$ cat src/rtl/fhu_pkg.sv
// Shared types and constants for the forwarding / hazard unit.
// Optional busy-register scoreboard is enabled with the FHU_SCOREBOARD_EN macro.
package fhu_pkg;

    localparam int DEF_REGW = 5;
    localparam int DEF_LATW = 2;
    localparam int DEF_NSTG = 3;

    localparam logic [1:0] FWD_RF    = 2'd0;
    localparam logic [1:0] FWD_EXMEM = 2'd1;
    localparam logic [1:0] FWD_MEMWB = 2'd2;
    localparam logic [1:0] FWD_WB1   = 2'd3;

    typedef struct packed {
        logic                v;
        logic                we;
        logic [DEF_REGW-1:0] rd;
        logic [DEF_LATW-1:0] lat;
    } fhu_entry_t;

    // A producer k stages past issue is forwardable once k has reached its latency.
    function automatic logic lat_ready(input int k, input int lat);
        return (k >= lat);
    endfunction

endpackage

$ cat src/rtl/fhu_checker.sv
// Simulation checks on the issue port of the forwarding / hazard unit.
module fhu_checker #(
    parameter int NSTG = 3,
    parameter int LATW = 2
) (
    input logic            clk,
    input logic            rst,
    input logic            hold,
    input logic            iss_valid,
    input logic            iss_we,
    input logic [LATW-1:0] iss_lat
);

    a_lat_in_range: assert property (@(posedge clk) disable iff (rst)
        (!hold && iss_valid && iss_we && (iss_lat != {LATW{1'b0}})) |-> (int'(iss_lat) <= NSTG));

endmodule

$ cat src/rtl/fhu_src_match.sv
// Youngest-match priority search of the tracker for one decode source operand.
module fhu_src_match
    import fhu_pkg::*;
#(
    parameter int NSTG = 3,
    parameter int REGW = 5,
    parameter int LATW = 2,
    parameter int SELW = $clog2(NSTG + 1)
) (
    input  logic [REGW-1:0]      rs,
    input  logic                 rs_use,
    input  logic [NSTG-1:0]      trk_v,
    input  logic [NSTG-1:0]      trk_we,
    input  logic [NSTG*REGW-1:0] trk_rd,
    input  logic [NSTG*LATW-1:0] trk_lat,
    output logic [SELW-1:0]      sel,
    output logic                 not_ready
);

    logic found_s;

    // Walk from stage 1 outward so the first hit is the youngest producer.
    always_comb begin
        sel       = SELW'(FWD_RF);
        not_ready = 1'b0;
        found_s   = 1'b0;
        for (int k = 1; k <= NSTG; k++) begin
            if (!found_s && rs_use && (rs != {REGW{1'b0}}) && trk_v[k-1] && trk_we[k-1]
                && (trk_rd[(k-1)*REGW +: REGW] == rs)) begin
                found_s = 1'b1;
                if (lat_ready(k, int'(trk_lat[(k-1)*LATW +: LATW]))) begin
                    sel = SELW'(k);
                end else begin
                    not_ready = 1'b1;
                end
            end else begin
                found_s = found_s;
            end
        end
    end

endmodule

$ cat src/rtl/fwd_hazard_unit.sv
// Multi-operand forwarding select and load-use / latency stall generation.
// Define FHU_SCOREBOARD_EN to add busy-register tracking for long-latency (lat=0) producers.
module fwd_hazard_unit
    import fhu_pkg::*;
#(
    parameter int NSRC = 3,
    parameter int NSTG = 3,
    parameter int REGW = DEF_REGW,
    parameter int LATW = DEF_LATW,
    parameter int SELW = $clog2(NSTG + 1)
) (
    input  logic                 clk,
    input  logic                 rst,
    input  logic                 hold,
    input  logic                 iss_valid,
    input  logic                 iss_we,
    input  logic [REGW-1:0]      iss_rd,
    input  logic [LATW-1:0]      iss_lat,
    input  logic [NSRC*REGW-1:0] id_rs,
    input  logic [NSRC-1:0]      id_rs_use,
    input  logic                 id_we,
    input  logic [REGW-1:0]      id_rd,
    input  logic                 lc_done,
    input  logic [REGW-1:0]      lc_rd,
    output logic [NSRC*SELW-1:0] fwd_sel,
    output logic                 stall
);

    logic [NSTG-1:0]      v_q, v_d;
    logic [NSTG-1:0]      we_q, we_d;
    logic [NSTG*REGW-1:0] rd_q, rd_d;
    logic [NSTG*LATW-1:0] lat_q, lat_d;
    logic                 iss_wr_s;
    logic [NSRC-1:0]      not_ready_s;
    logic                 sb_stall_s;

    // Long-latency issues never enter the shift tracker; they are handled by the scoreboard.
    assign iss_wr_s = iss_valid & iss_we & (iss_lat != {LATW{1'b0}});

    // Tracker ages one stage per unfrozen cycle; the oldest entry falls off.
    always_comb begin
        v_d   = v_q;
        we_d  = we_q;
        rd_d  = rd_q;
        lat_d = lat_q;
        if (!hold) begin
            for (int k = NSTG - 1; k >= 1; k--) begin
                v_d[k]               = v_q[k-1];
                we_d[k]              = we_q[k-1];
                rd_d[k*REGW +: REGW] = rd_q[(k-1)*REGW +: REGW];
                lat_d[k*LATW +: LATW] = lat_q[(k-1)*LATW +: LATW];
            end
            v_d[0]          = iss_valid;
            we_d[0]         = iss_wr_s;
            rd_d[0 +: REGW] = iss_rd;
            lat_d[0 +: LATW] = iss_lat;
        end else begin
            v_d = v_q;
        end
    end

    // Tracker state register.
    always_ff @(posedge clk) begin
        if (rst) begin
            v_q   <= {NSTG{1'b0}};
            we_q  <= {NSTG{1'b0}};
            rd_q  <= {(NSTG*REGW){1'b0}};
            lat_q <= {(NSTG*LATW){1'b0}};
        end else begin
            v_q   <= v_d;
            we_q  <= we_d;
            rd_q  <= rd_d;
            lat_q <= lat_d;
        end
    end

    for (genvar i = 0; i < NSRC; i++) begin : g_src
        fhu_src_match #(
            .NSTG(NSTG),
            .REGW(REGW),
            .LATW(LATW),
            .SELW(SELW)
        ) u_match (
            .rs       (id_rs[i*REGW +: REGW]),
            .rs_use   (id_rs_use[i]),
            .trk_v    (v_q),
            .trk_we   (we_q),
            .trk_rd   (rd_q),
            .trk_lat  (lat_q),
            .sel      (fwd_sel[i*SELW +: SELW]),
            .not_ready(not_ready_s[i])
        );
    end

`ifdef FHU_SCOREBOARD_EN
    logic [(2**REGW)-1:0] busy_q, busy_d;

    // Clear is applied first so that a same-cycle set of the same register wins.
    always_comb begin
        busy_d = busy_q;
        if (lc_done) begin
            busy_d[lc_rd] = 1'b0;
        end else begin
            busy_d = busy_q;
        end
        if (!hold && iss_valid && iss_we && (iss_lat == {LATW{1'b0}})
            && (iss_rd != {REGW{1'b0}})) begin
            busy_d[iss_rd] = 1'b1;
        end else begin
            busy_d[0] = busy_d[0];
        end
    end

    // Busy-register scoreboard.
    always_ff @(posedge clk) begin
        if (rst) begin
            busy_q <= {(2**REGW){1'b0}};
        end else begin
            busy_q <= busy_d;
        end
    end

    // RAW on any used operand or WAW on the decode destination while busy.
    always_comb begin
        sb_stall_s = id_we & busy_q[id_rd];
        for (int i = 0; i < NSRC; i++) begin
            if (id_rs_use[i] && busy_q[id_rs[i*REGW +: REGW]]) begin
                sb_stall_s = 1'b1;
            end else begin
                sb_stall_s = sb_stall_s;
            end
        end
    end
`else
    logic unused_lc_s;
    assign unused_lc_s = ^{lc_done, lc_rd};
    assign sb_stall_s  = 1'b0;
`endif

    assign stall = (|not_ready_s) | sb_stall_s;

    fhu_checker #(
        .NSTG(NSTG),
        .LATW(LATW)
    ) u_chk (
        .clk      (clk),
        .rst      (rst),
        .hold     (hold),
        .iss_valid(iss_valid),
        .iss_we   (iss_we),
        .iss_lat  (iss_lat)
    );

endmodule

$ cat config.mk
export PLATFORM = sky130hd
export DESIGN_NAME = fwd_hazard_unit
export DESIGN_NICKNAME = d
export VERILOG_FILES = /design/src/rtl/fhu_pkg.sv /design/src/rtl/fhu_checker.sv /design/src/rtl/fhu_src_match.sv /design/src/rtl/fwd_hazard_unit.sv
export SDC_FILE = /design/constraint.sdc
export NUM_CORES = 1
export LEC_CHECK = 0
export ABC_AREA = 1
export BUFFER_PORTS_ARGS = -buffer_cell sky130_fd_sc_hd__buf_2
export CORE_AREA = 5 5 92 77
export DETAILED_ROUTE_END_ITERATION = 12
export DIE_AREA = 0 0 97 82
export GPL_TIMING_DRIVEN = 0
export PLACE_DENSITY = 0.59
export RECOVER_POWER = 25
export SETUP_SLACK_MARGIN = 0.15
export SYNTH_ARGS = -nofsm -noshare
export SYNTH_HDL_FRONTEND = slang
export SYNTH_SLANG_ARGS = --single-unit
$ cat constraint.sdc
create_clock -name clk -period 1.2 [get_ports clk]
set_input_delay 0.12 -clock clk [delete_from_list [all_inputs] [get_ports clk]]
set_output_delay 0.12 -clock clk [all_outputs]
set_load 0.005 [all_outputs]
==> results by group, run 1 <==
Worst setup path
  – Max stage delay on crit path: 360 ps
  – Crit Path Category: reg2out
  – R2R Setup Slk: 360 ps
  – Crit path capture type: output pin
  – Max FO, Critical Path: 3
  – Largest delay contributor family on the critical path: simple AND/OR/NAND/NOR gates
  – CP Data Required Time: 1080 ps
  – Crit-path cells: nand2_2, inv_4, nand2_1, nor2_1, nand2_1, nor2_4, nand3_2, nand3_2, nand2_1, nand2_1, buf_2
  – Top cell by count, worst path: nand2_1
  – Crit start category: flop
  – Critical path data arrival time: 1550 ps
  – Crit path buf inv count: 2
  – Critical-path top delay cell: dfxtp_2

Routing
  – Drt drc: 0
  – First-pass DRT Iterations: 4
  – Post-route ant nets: 0
  – Drt total wl: 5.868 mm
  – Detailed Route Iter0 Violations: 118
  – Post-DR vias/cell: 4.711
  – Wirelength per Cell: 13.55 um
  – Routed vias: 2040

Clock network
  – # hold bufs at CTS: 0
  – CTS H-Tree Depth: 1
  – CTS buffer count: 3
  – Worst-Skew Late Latency: 280 ps
  – Clock Path Buffers: 2
  – Clk slew on worst S/H paths: 90 ps
  – Root Buffer: clkbuf_8
  – CTS tree: yes
  – CTS Sinks: 25

Outcome
  – Run status: finished with violations
  – Failing checks: setup timing

Global routing
  – Via count of the first global-routing pass: 1959
  – Gr usage total: 14.75%
  – Initial antenna violation count: 0
  – Pin count of the biggest net entering global routing: 15
  – First-pass GRT wire length: 9.384 mm
  – Remaining Overflow, GRT: 0

Pwr
  – Power Total: 1.945 mW
  – Peak supply drop: 448.8 uV
  – Power per Cell Area: 834.9 nW/um^2
  – Leakage power: 1.112 nW

Logic synthesis
  – Synth top area cells: dfxtp_1 28%, nand2_1 25%, nor2_1 7.9%
  – Syn_nets: 347
  – FF+latch count, synth: 25
  – Synth Area in Compound Gates: 15.41%
  – Count of cell types in the netlist: 22
  – Fraction of the yosys area taken by sequential cells: 28.41%
  – Xor-xnor portion of the synthesized cell area: 5.469%
  – Synth top area share: 28.41%
  – Synth warn: 0
  – Area of the mapped netlist: 1762 um^2
  – Post-Synth Adder-Cell Area: 0%
  – Post-synth top area cell: dfxtp_1
  – Post-Synthesis Cells: 305
  – Largest family of logic cells by synthesized area: simple AND/OR/NAND/NOR gates
  – Multiplexer area fraction after synthesis: 0%
  – Post-Synth Simple-Gate Area: 40.41%
  – Avg Cell Area, Syn: 5.776 um^2

Finish
  – Filler cell count: 674
  – Ratio of cells with drive above 1 in the final layout: 34.10%
  – Area Growth Syn to Fin: 32.24%
  – Post-Layout Cell Count: 433
  – Final Cell Area: 2330 um^2
  – NumNets Final: 392
  – FF/Latch Area: 554.3 um^2
  – Diodes inserted: 0
  – Multi-input logic area: 1200 um^2

Die
  – Ports: 49
  – Die H: 82 um
  – Cell Rows: 26
  – Initial Utilization: 28.65%
  – Die width: 97 um
  – CORE AREA: 6148 um^2
  – Die ar.: 7954 um^2

Timing
  – Hold_ws: 91.70 ps
  – Final hold vios: 0
  – Fin worst setup slack: -471.3 ps
  – Final period util: 139.3%
  – RSZ-0062 raised after global routing: true
  – Finish-stage setup viols: 7
  – Final Max Tran Viols: 0
  – Crit path time final: 1671 ps
  – Max-slew headroom: 67.18%
  – Highest attainable clock frequency: 598.3 MHz
  – Slew @ Worst Pin: 492.4 ps
  – Worst Skew: 4.246 ps

Placed design
  – Final HPWL DP: 4.619 mm
  – Placed Area: 2052 um^2
  – Worst slack, placed: -228.8 ps
  – Routability congestion estimate: 0.9285
  – Placed insts: 423
  – Port Buffers: 34

Min path
  – Min-delay worst type: in2reg

Run
  – Number of max-cap violations: 0
==> state kept, by name, summed over array words and instances (netlist names) <==
register and cells:
v_q 3, we_q 3, lat_q 4, rd_q 15
==> cell usage after synthesis <==
library cell	n
a211oi_1	15
o21ai_0	6
dfxtp_1	25
o211ai_1	2
nand4_1	6
nor2_1	37
buf_2	4
xnor2_1	6
inv_1	27
nand2_1	118
nand3_1	9
o21ai_1	7
a21oi_1	14
nor2_2	4
nand3_2	1
buf_1	1
nor3_1	1
clkbuf_1	3
inv_2	12
xor2_1	5
nand3b_1	1
o2111ai_1	1
==> power breakdown <==
part	leakage, nW	total (mW)	internal [mW]	switching [mW]
Combinational	0.870	0.480	0.191	0.289
Clock	0.0255	0.517	0.233	0.283
Sequential	0.217	0.949	0.872	0.0770
Total	1.11	1.95	1.30	0.649
==> cell families (layout without fill, tap and decap cells) <==
family | Yosys count | after routing
simple gates | 177 | 177
flops | 25 | 25
buf+inv | 47 | 91
xor+xnor | 11 | 11
compound gates | 45 | 45
==> area by class of cell <==
cell class              instances  area share [%]
clock inverters                 1          0.2148
well taps                      84           4.511
repair buffers                 40           9.237
multi-input cells             233           51.50
flip-flops and latches         25           23.79
clock buffers                   3           1.772
inverters                      39           7.465
plain buffers                   8           1.504
==> timing repair <==
action                     in CTS  in global routing
setup endpoints to repair       7                  7
resized for setup              44                 25
buffers inserted                4                  2
hold endpoints to repair        0                  0
cloned                          0                  0
pin swaps                      15                 23
==> metal layers <==
metal | GRT usage (%) | vias up | routed length [um]
met4 | 3.927 | 0 | 57
met3 | 1.698 | 6 | 267
met2 | 24.24 | 46 | 2591
met1 | 20.63 | 930 | 2951
met5 | 0 | - | 0
li1 | - | 1058 | -
==> cell usage in the layout (no fill, tap or decap), drive strengths merged <==
| master | instances |
|---|---|
| nand2 | 118 |
| buf | 44 |
| nor2 | 41 |
| inv | 39 |
| dfxtp | 25 |
| a211oi | 15 |
| a21oi | 14 |
| o21ai | 13 |
| nand3 | 10 |
| clkbuf | 7 |
| nand4 | 6 |
| xnor2 | 6 |
| xor2 | 5 |
| o211ai | 2 |
| nor3 | 1 |
| nand3b | 1 |
| o2111ai | 1 |
| clkinv | 1 |
==> worst min-delay path, cell delays in order <==
cell	delay, ps
buf_2	100
nand2_1	60
a21oi_1	50
==> stage by stage <==
stage | TNS, ps | utilization (%)
after floorplan | 0 | -
after global placement | -1276 | 33.37
after detailed placement | -1245 | 33.37
after CTS | -2841 | 36.30
after global routing | -3667 | 37.89
final | -2998 | 37.89
==> final timing paths <==
check	endpoint	cells past startpoint	start
worst max-delay path	stall	11	we_q[1]
worst min-delay path	v_q[0]	3	iss_valid
worst max register to register	rd_q[5]	3	rd_q[5]
worst min register to register	lat_q[0]	2	lat_q[0]
No activity file was read; power rests on OpenSTA's default activity.
==> run 2, diff against run 1 <==
--- a/config.mk
+++ b/config.mk
@@ -7,13 +7,14 @@
 export LEC_CHECK = 0
 export ABC_AREA = 1
 export BUFFER_PORTS_ARGS = -buffer_cell sky130_fd_sc_hd__buf_2
-export CORE_AREA = 5 5 92 77
+export CORE_AREA = 5 5 102 85
 export DETAILED_ROUTE_END_ITERATION = 12
-export DIE_AREA = 0 0 97 82
+export DIE_AREA = 0 0 107 90
 export GPL_TIMING_DRIVEN = 0
-export PLACE_DENSITY = 0.59
+export PLACE_DENSITY = 0.57
 export RECOVER_POWER = 25
 export SETUP_SLACK_MARGIN = 0.15
 export SYNTH_ARGS = -nofsm -noshare
 export SYNTH_HDL_FRONTEND = slang
+export SYNTH_HIERARCHICAL = 1
 export SYNTH_SLANG_ARGS = --single-unit
==> run 2 against run 1 <==
The flow still finishes with violations (setup timing). Clock power fell by 5.0%. Critical endpoint unchanged. Sequential cell count did not move. Maximum frequency fell by 9.7%. Register-to-register slack barely moved. Final cell count rose by 24%. Largest power group unchanged. Power fell by 6.9%. Worst setup slack got worse by 180 ps. Wire length rose by 4.1%. Sequential share of layout area fell by 3.1 points. Core utilization fell by 3.1 points. Critical path type unchanged. Global-route usage fell by 1.5 points.
==> results by group, run 2 <==
Worst setup path
  – CP Data Required Time: 1080 ps (about the same)
  – Crit path capture type: output pin
  – Crit Path Category: reg2out
  – Crit start category: flop
  – Critical path data arrival time: 1730 ps (+180 ps)
  – Max FO, Critical Path: 7 (+4)

Timing
  – Fin worst setup slack: -650.7 ps (-179.4 ps)
  – Finish-stage setup viols: 7 (unchanged)
  – Setup TNS Final: -3306 ps (-308.5 ps)
  – Final Max Tran Viols: 0 (unchanged)
  – Slew @ Worst Pin: 338.5 ps (-153.9 ps)
  – Worst Skew: 5.148 ps (+0.9022 ps)
  – Max-slew headroom: 77.40% (+10 points)
  – Hold_ws: 81.32 ps (-10.38 ps)
  – Final hold vios: 0 (unchanged)
  – Final period util: 154.2% (+15 points)
  – Crit path time final: 1851 ps (+179.4 ps)
  – RSZ-0062 raised after global routing: true
  – Highest attainable clock frequency: 540.3 MHz (-9.7%)

Pwr
  – Clock power frac: 27.1% (+0.5 points)
  – Logic gate share of total power: 22.7% (-2.0 points)
  – Reg power frac: 50.2% (+1.4 points)
  – Peak supply drop: 722.6 uV (+61%)
  – Leakage power: 1.346 nW (+21%)
  – NetSw: 0.5651 mW (-13%)
  – Internal power of the cells: 1.246 mW (-3.9%)
  – Power per Cell Area: 683.7 nW/um^2 (-18%)
  – Net Sw Frac: 31.20% (-2.2 points)

Routing
  – First-pass DRT Iterations: 4 (unchanged)
  – Drt total wl: 6.108 mm (+4.1%)
  – Wirelength per Cell: 11.37 um (-16%)
  – Drt drc: 0 (unchanged)
  – Detailed Route Iter0 Violations: 98 (-17%)
  – Post-route ant nets: 0 (unchanged)
  – Routed vias: 2371 (+16%)
  – Post-DR vias/cell: 4.415 (-6.3%)

Placed design
  – Final HPWL DP: 4.783 mm (+3.6%)
  – Port Buffers: 34 (unchanged)
  – Routability congestion estimate: 0.9013 (-2.9%)
  – Worst slack, placed: -398.5 ps (-169.7 ps)

Global routing
  – Via count of the first global-routing pass: 2314 (+18%)
  – Remaining Overflow, GRT: 0 (unchanged)
  – Initial antenna violation count: 0 (unchanged)
  – Gr usage total: 13.27% (-1.5 points)
  – First-pass GRT wire length: 10.62 mm (+13%)
  – Pin count of the biggest net entering global routing: 15 (unchanged)

Die
  – Cell Rows: 29 (+12%)
  – Ports: 49 (unchanged)
  – Die ar.: 9630 um^2 (+21%)
  – Die H: 90 um (+9.8%)
  – Die width: 107 um (+10%)
  – CORE AREA: 7620 um^2 (+24%)
  – Initial Utilization: 27.68% (-0.97 points)

Clock network
  – CTS buffer count: 3 (unchanged)
  – Clock Path Buffers: 2 (unchanged)
  – CTS Sinks: 25 (unchanged)
  – Clk slew on worst S/H paths: 80 ps (about the same)
  – Worst-Skew Late Latency: 270 ps (about the same)
  – CTS H-Tree Depth: 1 (unchanged)
  – Root Buffer: clkbuf_8
  – CTS tree: yes

Logic synthesis
  – Post-Synthesis Cells: 394 (+29%)
  – Syn_nets: 436 (+26%)
  – Area of the mapped netlist: 2110 um^2 (+20%)
  – Synth warn: 6 (+6)
  – Avg Cell Area, Syn: 5.354 um^2 (-7.3%)

Outcome
  – Run status: finished with violations
  – Failing checks: setup timing

Run
  – Number of max-cap violations: 0 (unchanged)

Finish
  – Regs by FF count: rd_q x15, lat_q x4
  – Commonest non-fill, non-tap cell in the layout: nand2_1
  – Diodes inserted: 0 (unchanged)
  – Ratio of cells with drive above 1 in the final layout: 28.83% (-5.3 points)
  – Filler cell count: 875 (+30%)
  – Most frequent cells in the layout: 176 x nand2_1, 51 x inv_1, 37 x buf_2
  – Top reg by flops: rd_q
  – NumNets Final: 487 (+24%)
  – Max reg flops: 15 (unchanged)
  – Area Growth Syn to Fin: 25.56%
  – Final core utilization: 34.76% (-3.1 points)

Min path
  – Min-delay worst type: in2reg
run 2: cell count changes in the layout (fill, tap and decap cells not counted), sizes merged, moves of 3 or more:
cell / delta
xnor2: -6
buf: +8
a21oi: +12
o21ai: -13
inv: +31
or2: +6
nand4: +3
a211oi: -13
nand2: +73
run 2: stage by stage:
step	instances	total power, mW	area (um^2)
6_report	537	1.811	2649
2_1_floorplan	394	1.173	2130
5_1_grt	537	1.937	2649
3_5_place_dp	521	1.313	2416
3_3_place_gp	521	1.305	2416
4_1_cts	531	1.818	2530
run 2: final timing paths:
path / start / end / slack (ps) / cells after the start
max reg2reg: lat_q[1] / lat_q[1] / 360 / 2
min reg2reg: lat_q[0] / lat_q[2] / 460 / 2
min: iss_rd[0] / rd_q[0] / 80 / 3
max: rd_q[0] / stall / -650 / 9
run 2: power by group through the flow:
stage	registers (mW)	clock network [mW]	logic (mW)
detailed placement	0.938	0	0.375
global placement	0.937	0	0.368
global route	0.916	0.549	0.473
CTS	0.910	0.516	0.391
floorplan	0.912	0	0.261
finish	0.909	0.491	0.411
run 2: layer usage:
metal	GRT usage [%]	up-vias	part of all wire [%]
met4	4.047	0	1.7
met3	0.9312	10	3.6
li1	-	1272	-
met2	20.75	53	43
met5	0	-	0
met1	19.34	1036	52
run 2: cell type report:
| type | instances | area (um^2) | share of cell area [%] |
|---|---|---|---|
| Multi-Input combinational cell | 291 | 1325 | 50.02 |
| Sequential cell | 25 | 546.8 | 20.64 |
| Inverter | 70 | 270.3 | 10.20 |
| Timing Repair Buffer | 46 | 267.8 | 10.11 |
| Tap cell | 93 | 116.4 | 4.393 |
| Buffer | 8 | 76.32 | 2.881 |
| Clock buffer | 3 | 41.29 | 1.559 |
| Clock inverter | 1 | 5.005 | 0.1889 |
run 2: timing repair:
item                                    4_1_cts  5_1_grt
gates resized for setup                      13       33
pin swaps                                    10       26
endpoints found under the setup margin        7        7
hold buffers                                  0        0
buffers inserted                              6        6
run 2: worst max-delay path: stages (launching register included):
cell and delay, ps:
dfxtp_4 410, inv_1 50, nand2_1 50, nand2_1 60
nor2_2 90, nand3_2 120, nand4_1 120, nand2_1 70
or3_1 350, buf_2 140
